### src/rtl/alu_op_sequencer.sv
// Sequences one ALU operation per request: maps opcode, drives ALU ports, captures result/ZERO.
// Latency 2 cycles (legal) / 1 cycle (illegal); response held until rsp_ready, req_ready low meanwhile.
module alu_op_sequencer #(
    parameter int COUNT_W = 16
) (
    input  logic               clk,
    input  logic               rst_n,
    input  logic               req_valid,
    output logic               req_ready,
    input  logic [2:0]         req_op,
    input  logic [31:0]        req_a,
    input  logic [31:0]        req_b,
    output logic [31:0]        alu_a,
    output logic [31:0]        alu_b,
    output logic [3:0]         alu_control,
    input  logic [31:0]        alu_out,
    input  logic               alu_zero,
    output logic               rsp_valid,
    input  logic               rsp_ready,
    output logic [31:0]        rsp_data,
    output logic               rsp_zero,
    output logic               rsp_neg,
    output logic               rsp_err,
    output logic [COUNT_W-1:0] op_count
);

    typedef enum logic [1:0] {
        IDLE = 2'd0,
        EXEC = 2'd1,
        RESP = 2'd2
    } state_t;

    localparam logic [2:0] OP_CMP     = 3'b110;
    localparam logic [2:0] OP_ILLEGAL = 3'b111;

    state_t             state_q, state_d;
    logic               req_ready_q, req_ready_d;
    logic               rsp_valid_q, rsp_valid_d;
    logic [31:0]        alu_a_q, alu_a_d;
    logic [31:0]        alu_b_q, alu_b_d;
    logic [3:0]         alu_control_q, alu_control_d;
    logic [2:0]         op_q, op_d;
    logic [31:0]        rsp_data_q, rsp_data_d;
    logic               rsp_zero_q, rsp_zero_d;
    logic               rsp_neg_q, rsp_neg_d;
    logic               rsp_err_q, rsp_err_d;
    logic [COUNT_W-1:0] op_count_q, op_count_d;

    logic [3:0] mapped_ctl;

    always_comb begin
        mapped_ctl = 4'b0000;
        case (req_op)
            3'b000:  mapped_ctl = 4'b0000;
            3'b001:  mapped_ctl = 4'b0001;
            3'b010:  mapped_ctl = 4'b0010;
            3'b011:  mapped_ctl = 4'b0110;
            3'b100:  mapped_ctl = 4'b0111;
            3'b101:  mapped_ctl = 4'b1100;
            3'b110:  mapped_ctl = 4'b0110;
            default: mapped_ctl = 4'b0000;
        endcase
    end

    always_comb begin
        state_d       = state_q;
        req_ready_d   = req_ready_q;
        rsp_valid_d   = rsp_valid_q;
        alu_a_d       = alu_a_q;
        alu_b_d       = alu_b_q;
        alu_control_d = alu_control_q;
        op_d          = op_q;
        rsp_data_d    = rsp_data_q;
        rsp_zero_d    = rsp_zero_q;
        rsp_neg_d     = rsp_neg_q;
        rsp_err_d     = rsp_err_q;
        op_count_d    = op_count_q;

        case (state_q)
            IDLE: begin
                if (req_valid && req_ready_q) begin
                    op_d        = req_op;
                    req_ready_d = 1'b0;
                    // Illegal ops never touch the ALU ports, so the ALU stays on a defined code.
                    if (req_op == OP_ILLEGAL) begin
                        rsp_data_d  = 32'h0;
                        rsp_zero_d  = 1'b0;
                        rsp_neg_d   = 1'b0;
                        rsp_err_d   = 1'b1;
                        rsp_valid_d = 1'b1;
                        state_d     = RESP;
                    end else begin
                        alu_a_d       = req_a;
                        alu_b_d       = req_b;
                        alu_control_d = mapped_ctl;
                        state_d       = EXEC;
                    end
                end
            end
            EXEC: begin
                rsp_data_d  = (op_q == OP_CMP) ? 32'h0 : alu_out;
                rsp_zero_d  = alu_zero;
                rsp_neg_d   = alu_out[31];
                rsp_err_d   = 1'b0;
                rsp_valid_d = 1'b1;
                state_d     = RESP;
            end
            RESP: begin
                if (rsp_ready) begin
                    rsp_valid_d = 1'b0;
                    req_ready_d = 1'b1;
                    op_count_d  = op_count_q + {{(COUNT_W-1){1'b0}}, 1'b1};
                    state_d     = IDLE;
                end
            end
            default: begin
                state_d     = IDLE;
                req_ready_d = 1'b1;
                rsp_valid_d = 1'b0;
            end
        endcase
    end

    always_ff @(posedge clk) begin
        if (!rst_n) begin
            state_q       <= IDLE;
            req_ready_q   <= 1'b1;
            rsp_valid_q   <= 1'b0;
            alu_a_q       <= 32'h0;
            alu_b_q       <= 32'h0;
            alu_control_q <= 4'b0000;
            op_q          <= 3'b000;
            rsp_data_q    <= 32'h0;
            rsp_zero_q    <= 1'b0;
            rsp_neg_q     <= 1'b0;
            rsp_err_q     <= 1'b0;
            op_count_q    <= '0;
        end else begin
            state_q       <= state_d;
            req_ready_q   <= req_ready_d;
            rsp_valid_q   <= rsp_valid_d;
            alu_a_q       <= alu_a_d;
            alu_b_q       <= alu_b_d;
            alu_control_q <= alu_control_d;
            op_q          <= op_d;
            rsp_data_q    <= rsp_data_d;
            rsp_zero_q    <= rsp_zero_d;
            rsp_neg_q     <= rsp_neg_d;
            rsp_err_q     <= rsp_err_d;
            op_count_q    <= op_count_d;
        end
    end

    assign req_ready   = req_ready_q;
    assign rsp_valid   = rsp_valid_q;
    assign alu_a       = alu_a_q;
    assign alu_b       = alu_b_q;
    assign alu_control = alu_control_q;
    assign rsp_data    = rsp_data_q;
    assign rsp_zero    = rsp_zero_q;
    assign rsp_neg     = rsp_neg_q;
    assign rsp_err     = rsp_err_q;
    assign op_count    = op_count_q;

endmodule

### config.mk
export PLATFORM = sky130hd
export DESIGN_NAME = alu_op_sequencer
export DESIGN_NICKNAME = d
export VERILOG_FILES = /design/src/rtl/alu_op_sequencer.sv
export SDC_FILE = /design/constraint.sdc
export NUM_CORES = 1
export LEC_CHECK = 0
export CAP_MARGIN = 30
export CORE_MARGIN = 4
export CORE_UTILIZATION = 41
export CTS_BUF_LIST = sky130_fd_sc_hd__clkbuf_16
export CTS_CLUSTER_SIZE = 16
export DETAILED_ROUTE_END_ITERATION = 7
export PLACE_DENSITY = 0.91
export SYNTH_ARGS = -nofsm -noshare
export SYNTH_HDL_FRONTEND = slang
export SYNTH_SLANG_ARGS = --single-unit
### constraint.sdc
create_clock -name clk -period 1.5 [get_ports clk]
set_input_delay 0.3 -clock clk [delete_from_list [all_inputs] [get_ports clk]]
set_output_delay 0.3 -clock clk [all_outputs]
set_load 0.05 [all_outputs]
# [Yosys cells after proc, flatten, opt, wreduce, memory -nomap -nowiden]
# Index checks and enable logic that the tools add are counted.
[totals] ff_bits=126 inputBits=104 word_cells=60
[classes] add_sub_neg=1 eq_ne=13 mux=21 bitwise=2 n_reduce_logical=11
[op_table] operator="$mux 32" count=3
[op_table] operator="$pmux 32 s2" count=1
[op_table] operator="$pmux 4 s5" count=1
[op_table] operator="$add 16x1->16 const B" count=1
[op_table] operator="$eq 3x3->1 const B" count=5
[op_table] operator="$reduce_and 3->1" count=4
[op_table] operator="$mux 1" count=7
[op_table] operator="$eq 3x2->1 const B" count=2
[op_table] operator="$mux 2" count=3
[op_table] operator="$ne 2x2->1 const B" count=3
[op_table] operator="$pmux 1 s2" count=3
[op_table] operator="$pmux 1 s3" count=2
[op_table] operator="$pmux 2 s3" count=1
[op_table] operator="$reduce_and 2->1" count=3
[op_table] operator="$eq 3x1->1 const B" count=1
[op_table] operator="$eq 2x1->1 const B" count=1
[op_table] operator="$eq 2x2->1 const B" count=1
[op_table] operator="$logic_not 2->1" count=1
[op_table] operator="$not 1->1" count=2
[op_table] operator="$reduce_bool 2->1" count=1
[op_table] operator="$reduce_or 2->1" count=1
[op_table] operator="$logic_and 1x1->1" count=1

# [Longest topological paths before layout]
# Gate-level depths: netlist (run 1).
[logic_depth] ltp_word=4 depth_mapped=7 ltp_nobuf=5

# [Worst setup path before layout (run 1)]
# Ideal clock, no wire load.
[synth_path] kind="reg-to-reg" from="register op_count_q[0] (netlist: op_count[0])" to="register op_count_q[14] (netlist: op_count[14])" setup_ns=0.120 arrival_ns=1.677 path_slack_ns=-0.297 stages_incl_launch_ff=6 n_path_buf=0 synth_period_minus_slack_ns=1.797 cell_sequence="dfxtp_1 > ha_1 > nand4b_4 > nor4_4 > nand3_1 > mux2i_1"
[synth_between] elab_chain_len=1
[synth_rtl] element="from (decl)" line="47" text="logic [COUNT_W-1:0] op_count_q, op_count_d;"
[synth_rtl] element="from (signal assigned)" line="150" text="op_count_q <= op_count_d;"
[synth_rtl] element="$add 16x1->16" line="112" text="op_count_d = op_count_q + {{(COUNT_W-1){1'b0}}, 1'b1};"
# No other way between the ends.
# A chain may end at the register's enable or synchronous reset.

# [Worst setup path in the final report (run 1)]
[layout_path] from="register state_q[1]" to="register op_count_q[8] (netlist: op_count[8])"
[layout_between] elab_chain_len=2
[layout_rtl] element="from (decl)" line="36" text="state_t state_q, state_d;"
[layout_rtl] element="from (signal assigned)" line="139" text="state_q <= state_d;"
[layout_rtl] element="$eq 2x2->1" line="79" text="case (state_q)"
[layout_rtl] element="$reduce_and 2->1 (no source line)"
# No other way between the ends.

==> impl_metrics.ini, run 1 <==
[die]
io_pins = 225
core-area_um2 = 11000
fp.dieArea_um2 = 13100
start_util = 0.423
chipWidth_um = 114
fp.dieH_um = 114
rows = 38

[logic_synthesis]
synth.net_count = 610
synthCells = 505
yosys_most_used_dff = dfxtp_1
yosysUniqueCellTypes = 44
yosys-top-cells-count = nand2_1, dfxtp_1, a21oi_1
ys_seq_area_frac = 0.543
async_flop_share = 0
syn_avg_cell_area_um2 = 9.20
yosys.area.top_type = dfxtp_1
synth_warnings = 0
yosys.area.top_type_share = 0.543
syn-cell-area_um2 = 4650
synth_edf_count = 0
yosysMostFrequentCell = nand2_1
synth_area_leaders = dfxtp_1, nand2_1, a21oi_1
ys_ff_latch = 126

[power_and_ir_drop]
p_int_mw = 7.24
pwr-share-clk = 0.400
switching_share = 0.288
power.switching_mw = 2.92
pwr-share-seq = 0.369
irDropWorstVdd_mv = 0.922
power_density_nw_per_um2 = 1120
finalPower_mw = 10.2
p_comb_frac = 0.231
p_leak_nw = 3.59

[grt]
grt_max_degree = 66
overflow = 0
antenna_found_initial = 0
gr-usage-all-layers = 0.245
grt_pass1_vias = 4944
grt_pass1_wl_um = 25000

[detailed_routing]
drt_wl_total_um = 17200
drc = 0
drt_iter0_drc = 334
dr.pass1.iters = 4
ant_nets = 0
wire_per_inst_um = 19.1
vias = 4759
vias_per_cell = 5.28

[final_layout]
diodes = 0
final_util = 0.828
nets = 854
area_growth_pct = 95.7
fillers = 582
drive_above_1_share = 0.289
design_area_um2 = 9090
final_cells = 901

[timing]
setup_slack_ns = -0.0139
slew_viol_final = 0
hold_viol_final = 0
post-route-period-util = 1.01
slew_headroom = 0.747
finalSetupTns_ns = -0.0139
setup_viol = 1
worst_hold_slack_ns = 0.447
min_period_ns = 1.51
fmax_mhz = 661
tightestPinTransition_ns = 0.376
worst_clock_skew_ns = 0.0117

[setup_path]
critical_path_peak_fanout = 6
critPathRequiredTime_ns = 1.79
critPathCaptureType = register
ff2ff_path_depth = 6
critPathLaunchType = register
cp_data_arrival_time_ns = 1.80
path_class = register to register

[clock_tree]
clockRootBuffer = clkbuf_16
cts_tree = built
clk_path_buf_depth = 2
clock_sinks = 126
cts_made_buffers = 17
postCtsHoldBufs = 0
htree_levels = 4
path_clk_slew_ns = 0.06
insertion_delay_ns = 0.40

[status]
violations = negative setup slack
status = complete, but fails checks

[job]
maxCapViolCount = 0

[worst_hold_path]
hold_depth = 3
hold_class = primary input to register

[place]
portBuffers = 224
hpwl_um = 12100
place_congestion = 0.806
pre_cts_slack_ns = -0.376
place_area_um2 = 8410
place_inst = 867
cell usage in the layout, fill, tap and decap left out, types with 4 or more instances in the layout:
cell type and instances:
a21oi_1 69, a22o_1 32, buf_12 128, buf_4 27, clkbuf_16 20, clkdlybuf4s50_1 103, clkinvlp_4 4, dfxtp_1 114
dfxtp_2 10, inv_1 5, mux2i_1 6, nand2_1 141, nand2b_1 4, nand3_1 7, nor2_1 22, nor3_1 6
o21ai_0 4, xnor2_1 9
state kept, by name, indices dropped and copies added, names as in the netlist:
signal	flops
op_count	16
alu_b	32
alu_a	32
alu_control	4
rsp_zero	1
rsp_err	1
op_q	3
rsp_neg	1
state_q	2
rsp_data	32
rsp_valid	1
req_ready	1
per-layer routing:
layer / up-vias / track usage / routed length, µm
li1: 2193 / - / -
met1: 2279 / 0.245 / 5870
met2: 239 / 0.461 / 9470
met3: 48 / 0.0618 / 1260
met4: 0 / 0.127 / 631
met5: - / 0 / 0
power groups by stage:
stage / sequential [mW] / combinational, mW / clock, mW
2_1_floorplan: 4.33 / 0.488 / 0
3_3_place_gp: 3.81 / 2.22 / 0
3_5_place_dp: 3.83 / 2.29 / 0
4_1_cts: 3.76 / 2.30 / 4.13
5_1_grt: 3.77 / 2.45 / 4.27
6_report: 3.76 / 2.35 / 4.06
logic make-up after synthesis:
family	Yosys count	share of synthesized area
compound gates	116	0.159
mux	6	0.0129
simple gates	204	0.208
flops	126	0.543
buf+inv	41	0.0531
fa+ha+maj	1	0.00269
xor+xnor	11	0.0207
final timing paths:
kind               from           to  slack, ns
max reg2reg  state_q[1]  op_count[8]      -0.01
min           req_a[19]    alu_a[19]       0.45
max          state_q[1]  op_count[8]      -0.01
min reg2reg   alu_a[30]    alu_a[30]       0.49
what timing repair did:
action                                  4_1_cts  5_1_grt
resized for setup                             2        8
pin swaps                                     0        3
buffers inserted                              0        1
endpoints found under the setup margin        3       90
cloned                                        0        2
worst max-delay path, stage by stage, from the launching register on:
cell and delay (ns):
dfxtp_1 0.41, buf_4 0.20, nand4b_4 0.15, buf_4 0.19
nor3_2 0.22, xnor2_1 0.16, nor2_1 0.06
final cells by class:
cell class              count  area (µm²)  share of cell area
well taps                 140         175              0.0193
clock buffers              18         450              0.0495
multi-input cells         338        1920               0.211
repair buffers            260        3850               0.423
clock inverters            13         138              0.0151
flip-flops and latches    126        2540               0.280
inverters                   6        22.5             0.00248
Power figures use the tool's default switching activity.
==> inputs of run 2 (changes only) <==
--- a/config.mk
+++ b/config.mk
@@ -5,13 +5,14 @@
 export SDC_FILE = /design/constraint.sdc
 export NUM_CORES = 1
 export LEC_CHECK = 0
+export ABC_AREA = 1
 export CAP_MARGIN = 30
 export CORE_MARGIN = 4
-export CORE_UTILIZATION = 41
+export CORE_UTILIZATION = 40
 export CTS_BUF_LIST = sky130_fd_sc_hd__clkbuf_16
 export CTS_CLUSTER_SIZE = 16
 export DETAILED_ROUTE_END_ITERATION = 7
-export PLACE_DENSITY = 0.91
+export PLACE_DENSITY = 0.89
 export SYNTH_ARGS = -nofsm -noshare
 export SYNTH_HDL_FRONTEND = slang
 export SYNTH_SLANG_ARGS = --single-unit
==> impl_metrics.ini, run 2 <==
[clock_tree]
clk_path_buf_depth = 2
cts_tree = built
htree_levels = 4
path_clk_slew_ns = 0.06
insertion_delay_ns = 0.41
clock_sinks = 126
cts_made_buffers = 17
clockRootBuffer = clkbuf_16

[timing]
finalSetupTns_ns = 0
setup_viol = 0
slew_headroom = 0.792
min_period_ns = 1.43
hold_viol_final = 0
slew_viol_final = 0
worst_clock_skew_ns = 0.00947
post-route-period-util = 0.954
fmax_mhz = 699
tightestPinTransition_ns = 0.311

[die]
fp.dieH_um = 116
chipWidth_um = 116
start_util = 0.407
io_pins = 225
fp.dieArea_um2 = 13400
core-area_um2 = 11400
rows = 39

[detailed_routing]
drt_wl_total_um = 16600
ant_nets = 0
drc = 0
dr.pass1.iters = 5
wire_per_inst_um = 16.5
drt_iter0_drc = 421
vias = 5080
vias_per_cell = 5.06

[place]
hpwl_um = 11800
place_congestion = 0.818
portBuffers = 224
place_area_um2 = 8390
place_inst = 967

[logic_synthesis]
ys_seq_area_frac = 0.545
synth_edf_count = 0
yosysMostFrequentCell = nand2_1
yosys.area.top_type_share = 0.545
syn_avg_cell_area_um2 = 7.61
synthAdderAreaFrac = 0.00270
syn-cell-area_um2 = 4630
yosys_most_used_dff = dfxtp_1
synthCells = 608
async_flop_share = 0
synth_compound_area_frac = 0.142
yosysUniqueCellTypes = 25
yosys.area_share.simple = 0.248
yosys.area.top_type = dfxtp_1
synth_warnings = 0
synth_top_family_by_area = simple AND/OR/NAND/NOR gates
synthXorXnorAreaFrac = 0.00757
synth.net_count = 713
synth_area_leaders = dfxtp_1, nand2_1, a21oi_1
muxShareOfSynthArea = 0
ys_ff_latch = 126
yosys-top-cells-count = nand2_1, dfxtp_1, a21oi_1

[setup_path]
critPathRequiredTime_ns = 1.86
critPathLaunchType = register
crit_chain = ha_1, nand3_2, nor2_4, nand4_1, nand2_1, nand2_1, nor2_1
slowest_delay_ns = 0.38
critPathCaptureType = register
crit_start = op_count[0]
cp_common_cell = nand2_1
critical_path_peak_fanout = 6
crit_end = op_count[14]
ff2ff_path_depth = 7
critPathSlowestCell = dfxtp_4
cp_data_arrival_time_ns = 1.79
r2r_start = op_count[0]
reg2reg_to = op_count[14]
path_class = register to register
r2r_setup_slack_ns = 0.07

[grt]
gr-usage-all-layers = 0.243
grt_pass1_wl_um = 25200
grt_max_degree = 56
antenna_found_initial = 0
grt_pass1_vias = 5096
overflow = 0

[power_and_ir_drop]
p_leak_nw = 3.53
power_density_nw_per_um2 = 1250
irDropWorstVdd_mv = 1.29

[final_layout]
drive_above_1_share = 0.230
final_cells = 1003
fillers = 644
design_area_um2 = 9020
diodes = 0
area_growth_pct = 94.9
nets = 952
layout_commonest_cell = nand2_1
multi_input_area_um2 = 1890
final_cell_mix = nand2_1, buf_12, dfxtp_1
seq_area_um2 = 2540

[status]
status = finished, final reports clean

[worst_hold_path]
hold_class = primary input to register

[job]
maxCapViolCount = 0
==> run 2: changes by cell type in the layout (fill, tap and decap cells not counted), moves of 4 or more <==
cell      change
a21oi_1      +44
a22o_1       -32
buf_4         -7
clkinv_1      +4
inv_1        +23
mux2i_1       -6
nand2_1      +98
nand2b_1      -4
xnor2_1       -9
==> run 2: routing by layer <==
metal,routed length (µm),up-vias,global-route usage
met5,0,-,0
met4,667,0,0.120
met3,1340,55,0.0950
met2,8670,231,0.431
met1,5900,2367,0.248
li1,-,2427,-
==> run 2: area by class of cell <==
cell class	count	area share
Clock buffer	17	0.0471
Clock inverter	15	0.00998
Inverter	27	0.0116
Multi-Input combinational cell	422	0.209
Sequential cell	126	0.281
Tap cell	143	0.0198
Timing Repair Buffer	253	0.421
==> run 2: through the flow <==
stage          worst slack (ns)  power, mW  hold WS (ns)  utilization
2_1_floorplan            0.0142       5.68         0.427            -
6_report                 0.0693       11.3         0.439        0.794
5_1_grt                 -0.0566       11.8         0.430        0.794
4_1_cts                 -0.0169       11.3         0.422        0.787
3_5_place_dp             -0.314       7.65         0.491        0.738
3_3_place_gp             -0.213       7.56         0.475        0.738
==> run 2: what timing repair did <==
action	4_1_cts	5_1_grt
endpoints found under the hold margin	0	0
buffers inserted	0	2
cloned	1	1
pin swaps	0	3
hold buffers	0	0
gates resized for setup	3	11
endpoints found under the setup margin	4	62
==> run 2: report_power, final <==
| part | internal [mW] | total (mW) | switching [mW] | leakage, nW |
|---|---|---|---|---|
| Clock | 2.20 | 3.62 | 1.42 | 0.266 |
| Sequential | 3.67 | 4.01 | 0.342 | 1.03 |
| Combinational | 1.74 | 3.70 | 1.96 | 2.23 |
==> run 2: kinds of logic (layout without fill, tap and decap cells) <==
kind of cell,Yosys count,count (layout)
xor+xnor,4,4
flops,126,126
buf+inv,60,312
fa+ha+maj,1,1
simple gates,290,290
compound gates,127,127
==> run 2: worst min-delay path by stage <==
stage	from	to	slack (ns)	depth (start not counted)
5_1_grt	alu_out[23]	rsp_data[23]	0.43	3
6_report	alu_out[10]	rsp_data[10]	0.44	3
3_5_place_dp	rsp_valid	rsp_valid	0.49	2
4_1_cts	alu_out[10]	rsp_data[10]	0.42	3
3_3_place_gp	op_count[2]	op_count[2]	0.48	2
2_1_floorplan	req_op[1]	alu_control[1]	0.43	2
==> run 2: worst max-delay path, delay by kind of cell, from the launching register on <==
family | cells | cell delay [ns]
DFF | 1 | 0.38
and+or+nand+nor | 6 | 0.75
adders and majority gates | 1 | 0.24
==> inputs of run 3 (changes only) <==
--- a/config.mk
+++ b/config.mk
@@ -6,13 +6,14 @@
 export NUM_CORES = 1
 export LEC_CHECK = 0
 export ABC_AREA = 1
+export ABC_CLOCK_PERIOD_IN_PS = 1500
 export CAP_MARGIN = 30
 export CORE_MARGIN = 4
 export CORE_UTILIZATION = 40
 export CTS_BUF_LIST = sky130_fd_sc_hd__clkbuf_16
 export CTS_CLUSTER_SIZE = 16
 export DETAILED_ROUTE_END_ITERATION = 7
-export PLACE_DENSITY = 0.89
+export PLACE_DENSITY = 0.76
 export SYNTH_ARGS = -nofsm -noshare
 export SYNTH_HDL_FRONTEND = slang
 export SYNTH_SLANG_ARGS = --single-unit
==> impl_metrics.ini, run 3 (synthesis gave the netlist of run 2 again) <==
[place]
hpwl_um = 11400
portBuffers = 224
place_area_um2 = 8360
place_congestion = 0.825
pre_cts_slack_ns = -0.309

[final_layout]
nets = 951
area_growth_pct = 94.4
layout_commonest_cell = nand2_1
final_util = 0.792
diodes = 0
drive_above_1_share = 0.235
design_area_um2 = 9000
final_cell_mix = nand2_1, buf_12, dfxtp_1
multi_input_area_um2 = 1880
seq_area_um2 = 2540
fillers = 726

[setup_path]
slowest_delay_ns = 0.47
critPathSlowestCell = dfxtp_1
reg2reg_to = op_count[15]
critPathLaunchType = register
critical_path_peak_fanout = 5
crit_family = simple AND/OR/NAND/NOR gates
crit_chain = nand3_2, buf_4, inv_1, nand2_1, nor2_1, nand3_1, nand2_1, nor2_1
path_class = register to register
cp_data_arrival_time_ns = 1.75
ff2ff_path_depth = 8
r2r_setup_slack_ns = 0.05
critPathCaptureType = register
cp_num_buf_inv = 2
r2r_start = state_q[1]
critPathRequiredTime_ns = 1.80

[die]
start_util = 0.407
core-area_um2 = 11400
fp.dieArea_um2 = 13400
io_pins = 225
rows = 39
chipWidth_um = 116
fp.dieH_um = 116

[clock_tree]
cts_made_buffers = 17
clockRootBuffer = clkbuf_16
htree_levels = 4
insertion_delay_ns = 0.40
clock_sinks = 126
cts_tree = built
clk_path_buf_depth = 2
path_clk_slew_ns = 0.06

[status]
status = finished, final reports clean

[detailed_routing]
dr.pass1.iters = 5
wire_per_inst_um = 15.8
vias = 4927
drc = 0
vias_per_cell = 4.92
drt_wl_total_um = 15800
ant_nets = 0
drt_iter0_drc = 351

[grt]
grt_pass1_vias = 4795
grt_pass1_wl_um = 23200
gr-usage-all-layers = 0.218
grt_max_degree = 82
overflow = 0
antenna_found_initial = 0

[timing]
setup_viol = 0
setup_slack_ns = 0.0475
worst_hold_slack_ns = 0.451
slew_viol_final = 0
rsz0062_at_grt = true
min_period_ns = 1.45
slew_headroom = 0.764
post-route-period-util = 0.968
worst_clock_skew_ns = 0.0156
tightestPinTransition_ns = 0.354
fmax_mhz = 688
hold_viol_final = 0

[worst_hold_path]
worstHoldStart = alu_out[4]
min_to = rsp_data[4]
hold_class = primary input to register
hold_depth = 3

[job]
maxCapViolCount = 0

[power_and_ir_drop]
irDropWorstVdd_mv = 0.959
p_leak_nw = 3.51
power_density_nw_per_um2 = 1250
run 3: area by class of cell:
class | instances | share of cell area
Clock buffer | 17 | 0.0473
Clock inverter | 14 | 0.0117
Inverter | 27 | 0.0114
Multi-Input combinational cell | 422 | 0.209
Sequential cell | 126 | 0.282
Tap cell | 143 | 0.0199
Timing Repair Buffer | 252 | 0.419
run 3: per-layer routing:
metal	GRT usage	vias to the layer above	routed length [µm]
met4	0.0869	0	354
met3	0.0642	23	1240
li1	-	2425	-
met2	0.389	193	8150
met1	0.245	2286	6080
met5	0	-	0
run 3: stage by stage:
step / power (mW) / instances / TNS, ns
2_1_floorplan: 5.68 / 608 / 0
3_3_place_gp: 7.53 / 965 / -23.49
3_5_place_dp: 7.61 / 965 / -26.44
4_1_cts: 11.3 / 996 / 0
5_1_grt: 11.7 / 1001 / -0.115
6_report: 11.3 / 1001 / 0
run 3: tightest hold or removal path, cell delays in order:
cell,delay [ns]
clkdlybuf4s50_1,0.39
nand2_1,0.06
a21oi_1,0.05
run 3: worst max-delay path by stage:
stage	slack (ns)	cells past startpoint	startpoint	to
2_1_floorplan	0.01	7	op_count[4]	op_count[11]
3_3_place_gp	-0.27	8	req_valid	alu_control[1]
3_5_place_dp	-0.31	8	req_valid	alu_b[14]
4_1_cts	0.02	6	op_count[0]	op_count[8]
5_1_grt	-0.03	7	state_q[0]	rsp_data[11]
6_report	0.05	8	state_q[1]	op_count[15]
run 3: timing repair:
item | 4_1_cts | 5_1_grt
buffers inserted | 0 | 2
gates resized for setup | 0 | 11
hold buffers | 0 | 0
hold endpoints to repair | 0 | 0
endpoints found under the setup margin | 0 | 54
run 3: where the power goes:
| group | total (mW) | internal (mW) | switching, mW |
|---|---|---|---|
| registers | 4.00 | 3.66 | 0.336 |
| clock network | 3.65 | 2.23 | 1.42 |
| logic | 3.63 | 1.72 | 1.91 |
| total | 11.3 | 7.61 | 3.67 |
==> RTL edit 1, RTL diff (flow settings as in run 3) <==
The parameter `COUNT_W` goes from 16 to 24.
--- a/src/rtl/alu_op_sequencer.sv
+++ b/src/rtl/alu_op_sequencer.sv
@@ -1,7 +1,7 @@
 // Sequences one ALU operation per request: maps opcode, drives ALU ports, captures result/ZERO.
 // Latency 2 cycles (legal) / 1 cycle (illegal); response held until rsp_ready, req_ready low meanwhile.
 module alu_op_sequencer #(
-    parameter int COUNT_W = 16
+    parameter int COUNT_W = 24
 ) (
     input  logic               clk,
     input  logic               rst_n,
Interface: changed (resized op_count); port bits go from 225 to 233. The function was not compared with the original's and may differ.
==> RTL edit 1 against run 3 <==
- sequential power is 5.3% higher
- cell area is 8.6% higher
- global-route usage is 0.10 points higher
- sequential cell count is 8 higher
- clock skew is 7.5 ps lower
- critical path depth is 1 higher
- cell count is 11% higher
- worst setup slack better by 56 ps
- total power is 8.0% higher
- die area is 10% higher
- area after synthesis is 11% higher
- routed wire length is 3.6% higher
- largest power group is now the clock network
==> RTL edit 1: results <==
metrics = {
    "finish": {
        "multi_input_area_mm2": 0.00220,
        "num-multi-input-gates": 484,
        "buffers_excl_clock": 263,
        "nets": 1036,
        "drive_gt1_frac": 0.239,
        "final-nonclk-buf-share": 0.401,
        "seq_share": 0.277,
        "multi_input_area_share": 0.225,
    },
    "place": {
        "place_congestion": 0.775,
        "pre_cts_ws_ps": -287,
        "dp_hpwl_um": 12200,
        "port_buffers": 232,
    },
    "detailed_routing": {
        "routed_via_density": 4.84,
        "drt_iter0_drc": 360,
        "wl_um": 16400,
    },
    "floorplanning": {
        "die_x_um": 121,
    },
    "synthesis": {
        "synth-seq-cells": 134,
        "synth_common_cells": "262 x nand2_1, 134 x dfxtp_1, 118 x a21oi_1",
        "synth_fp_nets": 788,
        "synth_cells": 683,
        "synth_area_leaders": "dfxtp_1 52%, nand2_1 19%, a21oi_1 11%, nor2_1 3.3%, nand3_1 2.2%",
        "yosysSeqAreaShare": 0.522,
    },
    "outcome": {
        "status": "finished clean",
    },
    "sta": {
        "max_slew_margin": 0.817,
        "skew_ps": 8.14,
    },
    "power": {
        "peakVddDrop_uv": 913,
    },
    "global_routing": {
        "grt_use_total": 0.219,
        "grt_max_degree": 52,
        "grt_pass1_vias": 5166,
    },
    "critical_path": {
        "cpPeakStageDelay_ps": 380,
        "path_max_fanout": 4,
    },
}
-- RTL edit 1: layer usage --
layer / vias up / global-route usage / part of all wire
li1: 2689 / - / -
met1: 2466 / 0.238 / 0.37
met2: 218 / 0.367 / 0.50
met3: 33 / 0.104 / 0.11
met4: 0 / 0.0917 / 0.027
met5: - / 0 / 0
-- RTL edit 1: logic make-up after synthesis --
kind of cell             Yosys count  synth area share
AND/OR/NAND/NOR                  347             0.276
flip-flops                       134             0.522
AO/OA/AOI/OAI                    132             0.135
buffers and inverters             65            0.0581
XOR/XNOR                           4           0.00681
adder cells (fa/ha/maj)            1           0.00243
-- RTL edit 1: power breakdown --
group	switching (W)	internal (W)
Clock	0.00148	0.00290
Combinational	0.00190	0.00170
Sequential	0.000332	0.00388
-- RTL edit 1: final timing paths --
kind	from	end	slack [ps]	cells after the start
worst min-delay path	req_a[9]	alu_a[9]	440	3
worst max-delay path	op_count[1]	op_count[22]	100	9
worst min register to register	rsp_zero	rsp_zero	490	2
worst max register to register	op_count[1]	op_count[22]	100	9
==> RTL edit 2, RTL diff (config.mk and constraints of run 3) <==
Without the edit above. Reset style: asynchronous (`rst_n`), changed in one clocked block.
--- a/src/rtl/alu_op_sequencer.sv
+++ b/src/rtl/alu_op_sequencer.sv
@@ -121,7 +121,7 @@
         endcase
     end
 
-    always_ff @(posedge clk) begin
+    always_ff @(posedge clk or negedge rst_n) begin
         if (!rst_n) begin
             state_q       <= IDLE;
             req_ready_q   <= 1'b1;
Formal check against the unedited RTL: differs if rst_n is asserted again (counterexample within 4 cycles, from zero or initial values and one cycle with rst_n low); with rst_n held inactive, the same outputs for 4 cycles.
==> RTL edit 2 against run 3 <==
- global-route usage grew 1.3 points
- sequential cell count stayed put
- routed wire length is 4.4% higher
- cell area up 5.4%
- fmax shrank 0.78%
- area after synthesis up 8.9%
- worst setup slack worse by 11 ps
- largest cell class unchanged
Power is not compared: it rests on default switching activity, and its combinational part moved more than twofold at a synthesized area within 25%.
==> RTL edit 2: results <==
metrics = {
    "synthesis": {
        "synth_common_cells": "300 x nand2_1, 125 x dfrtp_1, 43 x nand3_1",
        "synthArstFlopShare": 1.00,
        "synth-compound-area-share": 0.0146,
        "ys.flop_type": "dfrtp_1",
        "synth_cells": 566,
        "synth_fp_nets": 671,
    },
    "critical_path": {
        "endpoint": "req_ready",
        "cpPeakStageDelay_ps": 600,
        "crit_slowest_cell": "dfstp_2",
    },
    "finish": {
        "n_fill_cell": 743,
        "nets": 919,
        "drive_gt1_frac": 0.229,
    },
    "global_routing": {
        "grt_max_degree": 57,
        "grt_use_total": 0.232,
        "grt_pass1_wl_um": 26200,
    },
    "detailed_routing": {
        "drt_iter0_drc": 230,
        "wl_um": 16500,
        "avgRoutedWirePerCell_um": 16.6,
        "vias": 4806,
    },
    "sta": {
        "max_slew_margin": 0.686,
        "skew_ps": 4.79,
        "holdWs_ps": 427,
    },
    "outcome": {
        "status": "finished clean",
    },
    "place": {
        "placed_area_mm2": 0.00888,
        "dp_cells": 959,
        "dp_hpwl_um": 12200,
    },
    "min_path": {
        "min_from": "req_a[9]",
    },
}
-- RTL edit 2: changes by cell type after synthesis, moves of 11 or more --
cell             run 3  this run
dfxtp_1            126         0
nand2_1            239       300
nand3_1             12        43
a21oi_1            114         1
clkbuf_1            17         6
dfrtp_1              0       125
-- RTL edit 2: final cells by class --
type,count,area (um^2),area share
clock inverters,15,114,0.0120
repair buffers,253,3800,0.401
well taps,168,210,0.0222
clock buffers,17,425,0.0449
flip-flops and latches,126,3160,0.333
multi-input cells,396,1700,0.179
inverters,20,75.1,0.00792
-- RTL edit 2: per-layer routing --
layer / track usage / part of all wire / wire, um
met1: 0.244 / 0.35 / 5850
met2: 0.411 / 0.52 / 8660
met3: 0.0968 / 0.096 / 1590
met4: 0.0921 / 0.025 / 408
met5: 0 / 0 / 0
-- RTL edit 2: worst reg2reg max path, cell delays in order (launching register included) --
cell and delay [ps]:
dfstp_2 600, nand2_2 100, nor2_4 170, buf_4 150
buf_12 160, nand2_1 110, nand2_1 80
